[config.mk]
export PLATFORM = sky130hd
export DESIGN_NAME = rc_lfsr_rev_gen
export DESIGN_NICKNAME = d
export VERILOG_FILES = /design/src/rtl/rc_lfsr_rev_gen.sv
export SDC_FILE = /design/constraint.sdc
export NUM_CORES = 1
export LEC_CHECK = 0
export CORE_MARGIN = 10
export CORE_UTILIZATION = 36
export DETAILED_ROUTE_END_ITERATION = 12
export GPL_TIMING_DRIVEN = 0
export SYNTH_ARGS = -nofsm -noshare
export SYNTH_HDL_FRONTEND = slang
export SYNTH_SLANG_ARGS = --single-unit
[constraint.sdc]
create_clock -name clk -period 1.7 [get_ports clk]
set_input_delay 0.17 -clock clk [delete_from_list [all_inputs] [get_ports clk]]
set_output_delay 0.17 -clock clk [all_outputs]
set_load 0.03 [all_outputs]
[src/rtl/rc_lfsr_rev_gen.sv]
// Round-constant generator: emits NSTEPS LFSR constants per sequence, forward or reversed.
// Reverse mode first winds the register to c_{NSTEPS-1}, then walks back with the inverse step.
module rc_lfsr_rev_gen #(
  parameter logic [31:0] POLY   = 32'hc5,
  parameter logic [31:0] SEED   = 32'h0000_0001,
  parameter int unsigned NSTEPS = 12
) (
  input  logic        clk,
  input  logic        rst,
  input  logic        start,
  input  logic        rev,
  input  logic        rc_ready,
  output logic        rc_valid,
  output logic [31:0] rc,
  output logic        rc_last,
  output logic        busy
);

  localparam int unsigned   CW      = (NSTEPS > 1) ? $clog2(NSTEPS) : 1;
  localparam logic [CW-1:0] LastCnt = CW'(NSTEPS - 1);

  typedef enum logic [1:0] {StIdle, StWind, StEmit} state_e;

  function automatic logic [31:0] fwd_step(input logic [31:0] x);
    return (x << 1) ^ (x[31] ? POLY : 32'h0);
  endfunction

  // Exact inverse of fwd_step; relies on POLY[0] = 1 to recover the shifted-out bit.
  function automatic logic [31:0] inv_step(input logic [31:0] y);
    return ((y ^ (y[0] ? POLY : 32'h0)) >> 1) | {y[0], 31'h0};
  endfunction

  state_e        state_q, state_d;
  logic [31:0]   lfsr_q, lfsr_d;
  logic [CW-1:0] cnt_q, cnt_d;
  logic          rev_q, rev_d;
  logic          valid_q, valid_d;
  logic          last_q, last_d;
  logic          busy_q, busy_d;

  always_comb begin
    state_d = state_q;
    lfsr_d  = lfsr_q;
    cnt_d   = cnt_q;
    rev_d   = rev_q;
    valid_d = valid_q;
    last_d  = last_q;
    busy_d  = busy_q;
    unique case (state_q)
      StIdle: begin
        if (start) begin
          lfsr_d = SEED;
          rev_d  = rev;
          busy_d = 1'b1;
          if (rev && (LastCnt != '0)) begin
            // cnt doubles as the wind-down counter before it counts emitted constants
            cnt_d   = LastCnt;
            state_d = StWind;
          end else begin
            cnt_d   = '0;
            state_d = StEmit;
            valid_d = 1'b1;
            last_d  = (LastCnt == '0);
          end
        end
      end
      StWind: begin
        lfsr_d = fwd_step(lfsr_q);
        cnt_d  = cnt_q - CW'(1);
        if (cnt_q == CW'(1)) begin
          state_d = StEmit;
          valid_d = 1'b1;
          last_d  = 1'b0;
        end
      end
      StEmit: begin
        if (rc_ready) begin
          if (last_q) begin
            state_d = StIdle;
            valid_d = 1'b0;
            last_d  = 1'b0;
            busy_d  = 1'b0;
            cnt_d   = '0;
          end else begin
            lfsr_d = rev_q ? inv_step(lfsr_q) : fwd_step(lfsr_q);
            cnt_d  = cnt_q + CW'(1);
            last_d = ((cnt_q + CW'(1)) == LastCnt);
          end
        end
      end
      default: begin
        state_d = StIdle;
        valid_d = 1'b0;
        last_d  = 1'b0;
        busy_d  = 1'b0;
      end
    endcase
  end

  always_ff @(posedge clk) begin
    if (rst) begin
      state_q <= StIdle;
      lfsr_q  <= '0;
      cnt_q   <= '0;
      rev_q   <= 1'b0;
      valid_q <= 1'b0;
      last_q  <= 1'b0;
      busy_q  <= 1'b0;
    end else begin
      state_q <= state_d;
      lfsr_q  <= lfsr_d;
      cnt_q   <= cnt_d;
      rev_q   <= rev_d;
      valid_q <= valid_d;
      last_q  <= last_d;
      busy_q  <= busy_d;
    end
  end

  assign rc_valid = valid_q;
  assign rc       = lfsr_q;
  assign rc_last  = last_q;
  assign busy     = busy_q;

endmodule

==> results of run 1 <==
## cell usage in the layout (no fill, tap or decap), types with 4 or more instances in the layout
master	n
dfxtp_1	38
a22oi_1	29
xor2_1	6
buf_4	12
buf_6	5
dfxtp_4	4
a21oi_1	4
clkdlybuf4s50_1	36
nor2_1	7
nand3_1	5
ha_1	4
o2bb2ai_2	30
clkbuf_8	5
nand2b_1	8
nand2_1	8
## layer usage
| metal | vias to the layer above | part of all wire, % |
|---|---|---|
| met1 | 922 | 46 |
| met3 | 4 | 6.1 |
| li1 | 939 | - |
| met5 | - | 0 |
| met4 | 0 | 1.0 |
| met2 | 38 | 46 |
## cells by family after synthesis
group           after synthesis  synth area share [%]
mux                           3                  1.32
compound gates               87                  38.6
flops                        42                  35.5
buf+inv                      26                  6.60
simple gates                 44                  11.7
fa+ha+maj                     7                  3.70
xor+xnor                      7                  2.59
## worst max-delay path: cells and delay by family, from the launching register on
kind | cells | cell delay [ns]
buf+inv | 1 | 0.06
flops | 1 | 0.38
compound gates | 2 | 0.38
simple gates | 2 | 0.59
fa+ha+maj | 1 | 0.12
## cell usage after synthesis, types with 2 or more instances
library cell | count | area [sq um]
buf_1 | 2 | 7.51
xor2_1 | 6 | 52.6
nand2_1 | 8 | 30.0
o2bb2ai_2 | 30 | 450
nand3_1 | 5 | 25.0
clkbuf_1 | 7 | 26.3
a22oi_1 | 30 | 225
buf_4 | 3 | 22.5
nor2_1 | 8 | 30.0
inv_1 | 6 | 22.5
mux2i_1 | 2 | 20.0
a21oi_1 | 4 | 20.0
ha_1 | 7 | 87.6
a311oi_1 | 2 | 17.5
dfxtp_1 | 42 | 841
nand2b_1 | 9 | 56.3
o21ai_1 | 2 | 10.0
a211oi_2 | 2 | 25.0
buf_2 | 2 | 10.0
nor3_2 | 2 | 20.0
nor3_1 | 2 | 10.0
nor4b_1 | 2 | 17.5
o221ai_1 | 2 | 17.5
a211oi_1 | 2 | 15.0
buf_6 | 6 | 67.6
## worst paths after layout
check | slack [ns] | to | start
worst min-delay path | 0.51 | busy$_SDFFE_PP0P_ | busy$_SDFFE_PP0P_
worst min register to register | 0.51 | busy$_SDFFE_PP0P_ | busy$_SDFFE_PP0P_
worst max register to register | 0.04 | state_q[0]$_SDFFE_PP0P_ | cnt_q[1]$_SDFFE_PP0P_
worst max-delay path | 0.04 | state_q[0]$_SDFFE_PP0P_ | cnt_q[1]$_SDFFE_PP0P_
## state kept, by name (all words and copies together), names as in the netlist
signal,flops
rc_last,1
rc,32
rev_q,1
rc_valid,1
state_q,2
cnt_q,4
busy,1
## layout make-up
type | count | share of cell area [%]
Clock inverter | 3 | 2.18
Multi-Input combinational cell | 148 | 45.9
Sequential cell | 42 | 27.1
Buffer | 18 | 4.00
Inverter | 6 | 0.871
Tap cell | 77 | 3.05
Timing Repair Buffer | 48 | 14.7
Clock buffer | 5 | 2.18
## power by group through the flow
| stage | combinational (W) | sequential [W] | clock [W] |
|---|---|---|---|
| 6_report | 0.00222 | 0.00124 | 0.000965 |
| 5_1_grt | 0.00241 | 0.00125 | 0.00102 |
| 4_1_cts | 0.00219 | 0.00121 | 0.000986 |
| 3_5_place_dp | 0.00185 | 0.00121 | 0 |
| 3_3_place_gp | 0.00185 | 0.00121 | 0 |
| 2_1_floorplan | 0.00139 | 0.00125 | 0 |
## per-stage QoR
stage / utilization (%) / area (sq um) / setup slack, ns / power (W) / TNS, ns
finish: 49.5 / 3160 / 0.0419 / 0.00442 / 0
global route: 49.5 / 3160 / -0.0375 / 0.00468 / -0.656
CTS: 49.1 / 3140 / -0.0182 / 0.00438 / -0.0450
detailed placement: 44.7 / 2860 / -0.195 / 0.00306 / -5.75
global placement: 44.7 / 2860 / -0.174 / 0.00306 / -5.34
floorplan: - / 2370 / 0.00730 / 0.00264 / 0
## timing repair
item	4_1_cts	5_1_grt
resized for setup	31	12
pin swaps	6	4
setup buffers	8	1
endpoints found under the setup margin	37	42
endpoints found under the hold margin	0	0
hold buffers	0	0
==> reports/qor.yml, run 1 <==
power:
  power.net_switching_w: 0.00177
  p_seq_share_pct: 28.0
  internal-power_w: 0.00265
  ir_drop_v: 0.00104
  p_leak_nw: 1.08
  combPwrFrac_pct: 50.2
  p_per_area_nw_per_um2: 1400
  power_frac_clock_pct: 21.8
  netSwitchingFraction_pct: 40.1
clocking:
  cts_buffers: 5
  cts_tree: "done"
  cts.htree.levels: 2
  cts_sinks: 42
  cts_max_path_buffers: 2
  cts_root_buf: "clkbuf_8"
  clk_pin_slew_ns: 0.09
  insertion_delay_ns: 0.30
route:
  wl_per_cell_um: 17.1
  drc: 0
  ant_nets: 0
  vias_per_cell: 5.48
  drtIter0Drc: 84
  drt_wl_total_um: 5920
  vias: 1903
  dr.pass1.iters: 4
die:
  rows: 29
  io_pins: 40
  die_h_um: 101
  die_w_um: 101
  initial_core_util_pct: 37.1
  die-area_sq_um: 10200
  core_area_sq_um: 6390
placed_design:
  dp.cells: 332
  numPortBuffers: 39
  place_congestion: 0.780
  hpwl_um: 3970
sta:
  period_minus_slack_ns: 1.66
  holdWs_ns: 0.510
  max_freq_mhz: 603
  hold_violations: 0
  max_slew_margin_pct: 59.1
  setup_violations: 0
  drv_slew: 0
  rsz0062_at_grt: "yes"
  worst_slew_pin_slew_ns: 0.614
  finalCritPeriodShare_pct: 97.5
  worst_clock_skew_ns: 0.00907
yosys:
  yosysWarnings: 0
  async_reset_ff_share_pct: 0
  synth_edf_count: 0
  ys.flop_type: "dfxtp_1"
  synth.net_count: 228
  synth_cells: 216
  synth-seq-area-share_pct: 35.5
  ys_ff_latch: 42
  avgSynthCellArea_sq_um: 11.0
  syn-cell-area_sq_um: 2370
  ys_types: 48
cells_and_area:
  ff_latch_area_sq_um: 856
  fin_cells: 347
  antenna_cells: 0
  areaGrowthSynthToFinish_pct: 33.3
  multi_input_area_sq_um: 1450
  drive_gt1_share_pct: 33.7
  nNetsFinal: 281
  nFillCells: 591
outcome:
  outcome: "finished clean"
worst_hold_path:
  hp-class: "flop to flop"
  worstHoldPathCells: 2
worst_setup_path:
  arrival_ns: 1.82
  worstSetupPathType: "flop to flop"
  crit_chain: "inv_2 -> ha_1 -> or3b_4 -> a211oi_4 -> nand2b_4 -> a21oi_1"
  cpPeakStageDelay_ns: 0.41
  worstPathMaxFanout: 7
  slowest_stage: "or3b_4"
  rr_worst_depth: 6
  end_kind: "flop"
  required_ns: 1.86
  start_kind: "flop"
global_routing:
  met1_usage_pct: 14.3
  antenna_found_initial: 0
  gr-usage-met3_pct: 3.61
  met2_usage_pct: 17.1
  grt_max_degree: 15
  global_route.usage.total_pct: 11.1
  overflow: 0
  grt_pass1_vias: 1875
  grt_busiest_layer: "met2"
  grt_pass1_wl_um: 9530
job:
  cap_violations: 0
No activity file was read; power rests on OpenSTA's default activity.
==> run 2, diff against run 1 <==
Settings changed: CORE_ASPECT_RATIO from default to 1.2.
==> run 2 against run 1 <==
Sequential power barely moved; combinational power rose by 22%; first-iteration DRC count fell by 12%; largest cell class unchanged; sequential cell count did not move; sequential share of layout area fell by 2.0 points; total power rose by 2.7%; global-route usage rose by 0.45 points.
==> reports/qor.yml, run 2 (synthesis gave the netlist of run 1 again) <==
cells_and_area:
  final_cell_mix: "dfxtp_1, clkdlybuf4s50_1, a22oi_1, o2bb2ai_2, buf_4"
  drive_gt1_share_pct: 37.6  # +3.9 points
  nNetsFinal: 291  # +3.6%
  nFillCells: 584  # -1.2%
  multi_input_area_sq_um: 1580  # +8.7%
  ff_latch_area_sq_um: 853  # -0.29%
  areaGrowthSynthToFinish_pct: 43.7
  antenna_cells: 0  # unchanged
  layout_commonest_cell: "dfxtp_1"
  fin_util_pct: 53.1  # +3.7 points
  largest_reg_flops: 32  # unchanged
route:
  vias: 1965  # +3.3%
  drc: 0  # unchanged
  wl_per_cell_um: 16.2  # -5.1%
  drtIter0Drc: 74  # -12%
  dr.pass1.iters: 4  # unchanged
  ant_nets: 0  # unchanged
  vias_per_cell: 5.40  # -1.6%
  drt_wl_total_um: 5900  # -0.46%
worst_setup_path:
  worstPathMaxFanout: 4  # -3
  required_ns: 1.53  # -0.33 ns
  crit_chain: "clkdlybuf4s50_1"
  end_kind: "output port"
  cp_top_family: "buffers and inverters"
  worst-path-buf-inv: 1  # unchanged
  arrival_ns: 1.49  # -0.33 ns
  worstSetupPathType: "flop to output port"
  cpPeakStageDelay_ns: 0.73  # +0.32 ns
  start_kind: "flop"
  slowest_stage: "clkdlybuf4s50_1"
worst_hold_path:
  hp-class: "flop to flop"
die:
  die_w_um: 94.1  # -7.0%
  rows: 32  # +10%
  die_h_um: 109  # +7.7%
  io_pins: 40  # unchanged
  die-area_sq_um: 10200  # +0.13%
  initial_core_util_pct: 37.0  # -0.12 points
  core_area_sq_um: 6410  # +0.31%
clocking:
  insertion_delay_ns: 0.29  # about the same
  cts_root_buf: "clkbuf_8"
  cts.htree.levels: 2  # unchanged
  cts_tree: "done"
  hold_buffers: 0  # unchanged
  cts_buffers: 5  # unchanged
  clk_pin_slew_ns: 0.08  # about the same
  cts_sinks: 42  # unchanged
  cts_max_path_buffers: 2  # unchanged
global_routing:
  grt_max_degree: 13  # -2
  grt_pass1_wl_um: 9880  # +3.7%
  global_route.usage.total_pct: 11.6  # +0.45 points
  antenna_found_initial: 0  # unchanged
  grt_pass1_vias: 1971  # +5.1%
  overflow: 0  # unchanged
placed_design:
  place_congestion: 0.789  # +1.2%
  numPortBuffers: 39  # unchanged
  hpwl_um: 4040  # +1.8%
power:
  ir_drop_v: 0.000777  # -25%
  p_per_area_nw_per_um2: 1330  # -4.7%
  p_leak_nw: 1.13  # +4.9%
sta:
  setup_violations: 0  # unchanged
  rsz0062_at_grt: "yes"
  worst_slew_pin_slew_ns: 0.698  # +0.0833 ns
  period_minus_slack_ns: 1.66  # +0.00149 ns
  drv_slew: 0  # unchanged
  worst_clock_skew_ns: 0.00625  # -0.00283 ns
  max_slew_margin_pct: 53.5  # -5.6 points
  finalCritPeriodShare_pct: 97.6  # about the same
  hold_violations: 0  # unchanged
  max_freq_mhz: 603  # about the same
  finalSetupTns_ns: 0  # unchanged
job:
  cap_violations: 0  # unchanged
outcome:
  outcome: "finished clean"
-- run 2: cell count changes in the layout (fill, tap and decap cells not counted), moves of 2 or more --
| cell | previous run | this run |
|---|---|---|
| dlymetal6s2s_1 | 2 | 0 |
| o2bb2ai_4 | 0 | 7 |
| o2bb2ai_2 | 30 | 23 |
| buf_12 | 0 | 4 |
| clkinv_2 | 0 | 2 |
| bufinv_16 | 2 | 0 |
-- run 2: worst paths after layout --
check / to / slack (ns) / cells after the start / startpoint
min reg2reg: busy$_SDFFE_PP0P_ / 0.50 / 2 / busy$_SDFFE_PP0P_
max reg2reg: rc[3]$_SDFFE_PP0P_ / 0.04 / 8 / state_q[1]$_SDFFE_PP0P_
max: rc[25] / 0.04 / 1 / rc[25]$_SDFFE_PP0P_
min: busy$_SDFFE_PP0P_ / 0.50 / 2 / busy$_SDFFE_PP0P_
-- run 2: where the power goes --
part / internal, W / switching, W
combinational: 0.00130 / 0.00141
sequential: 0.00110 / 0.000118
clock: 0.000276 / 0.000337
-- run 2: per-layer routing --
metal	routed length, um	track usage, %	up-vias
met2	2970	19.8	37
met3	330	3.44	7
li1	-	-	951
met4	68	3.26	0
met1	2530	13.7	970
met5	0	0	-
-- run 2: worst min-delay path: cells and delay by family, from the launching register on --
kind,cells,cell delay [ns]
flops,1,0.33
simple gates,1,0.07
mux,1,0.06
-- run 2: final cells by class --
type / count / share of cell area (%)
multi-input cells: 148 / 46.3
flip-flops and latches: 42 / 25.1
repair buffers: 58 / 17.6
plain buffers: 18 / 4.74
well taps: 85 / 3.12
clock buffers: 5 / 2.02
inverters: 6 / 0.882
clock inverters: 2 / 0.294
-- run 2: repair_timing --
item,4_1_cts,5_1_grt
pin swaps,5,7
cloned,2,1
buffers inserted,12,4
gates resized for setup,36,28
endpoints found under the setup margin,38,40
-- run 2: through the flow --
step                      setup WS (ns)  cell area, sq um  hold slack [ns]  instances  power, W
after floorplan                 0.00730              2370            0.330        216   0.00264
after global placement           -0.189              2870            0.472        340   0.00304
after detailed placement         -0.231              2870            0.486        340   0.00305
after CTS                       -0.0272              3190            0.498        361   0.00429
after global routing            -0.0464              3400            0.521        364   0.00484
final                            0.0405              3400            0.499        364   0.00454
==> run 3, diff against run 2 <==
Settings changed: CTS_BUF_LIST from default to sky130_fd_sc_hd__clkbuf_8.
==> results of run 3 <==
Final layout, timing and power as in run 2 (identical DEF).
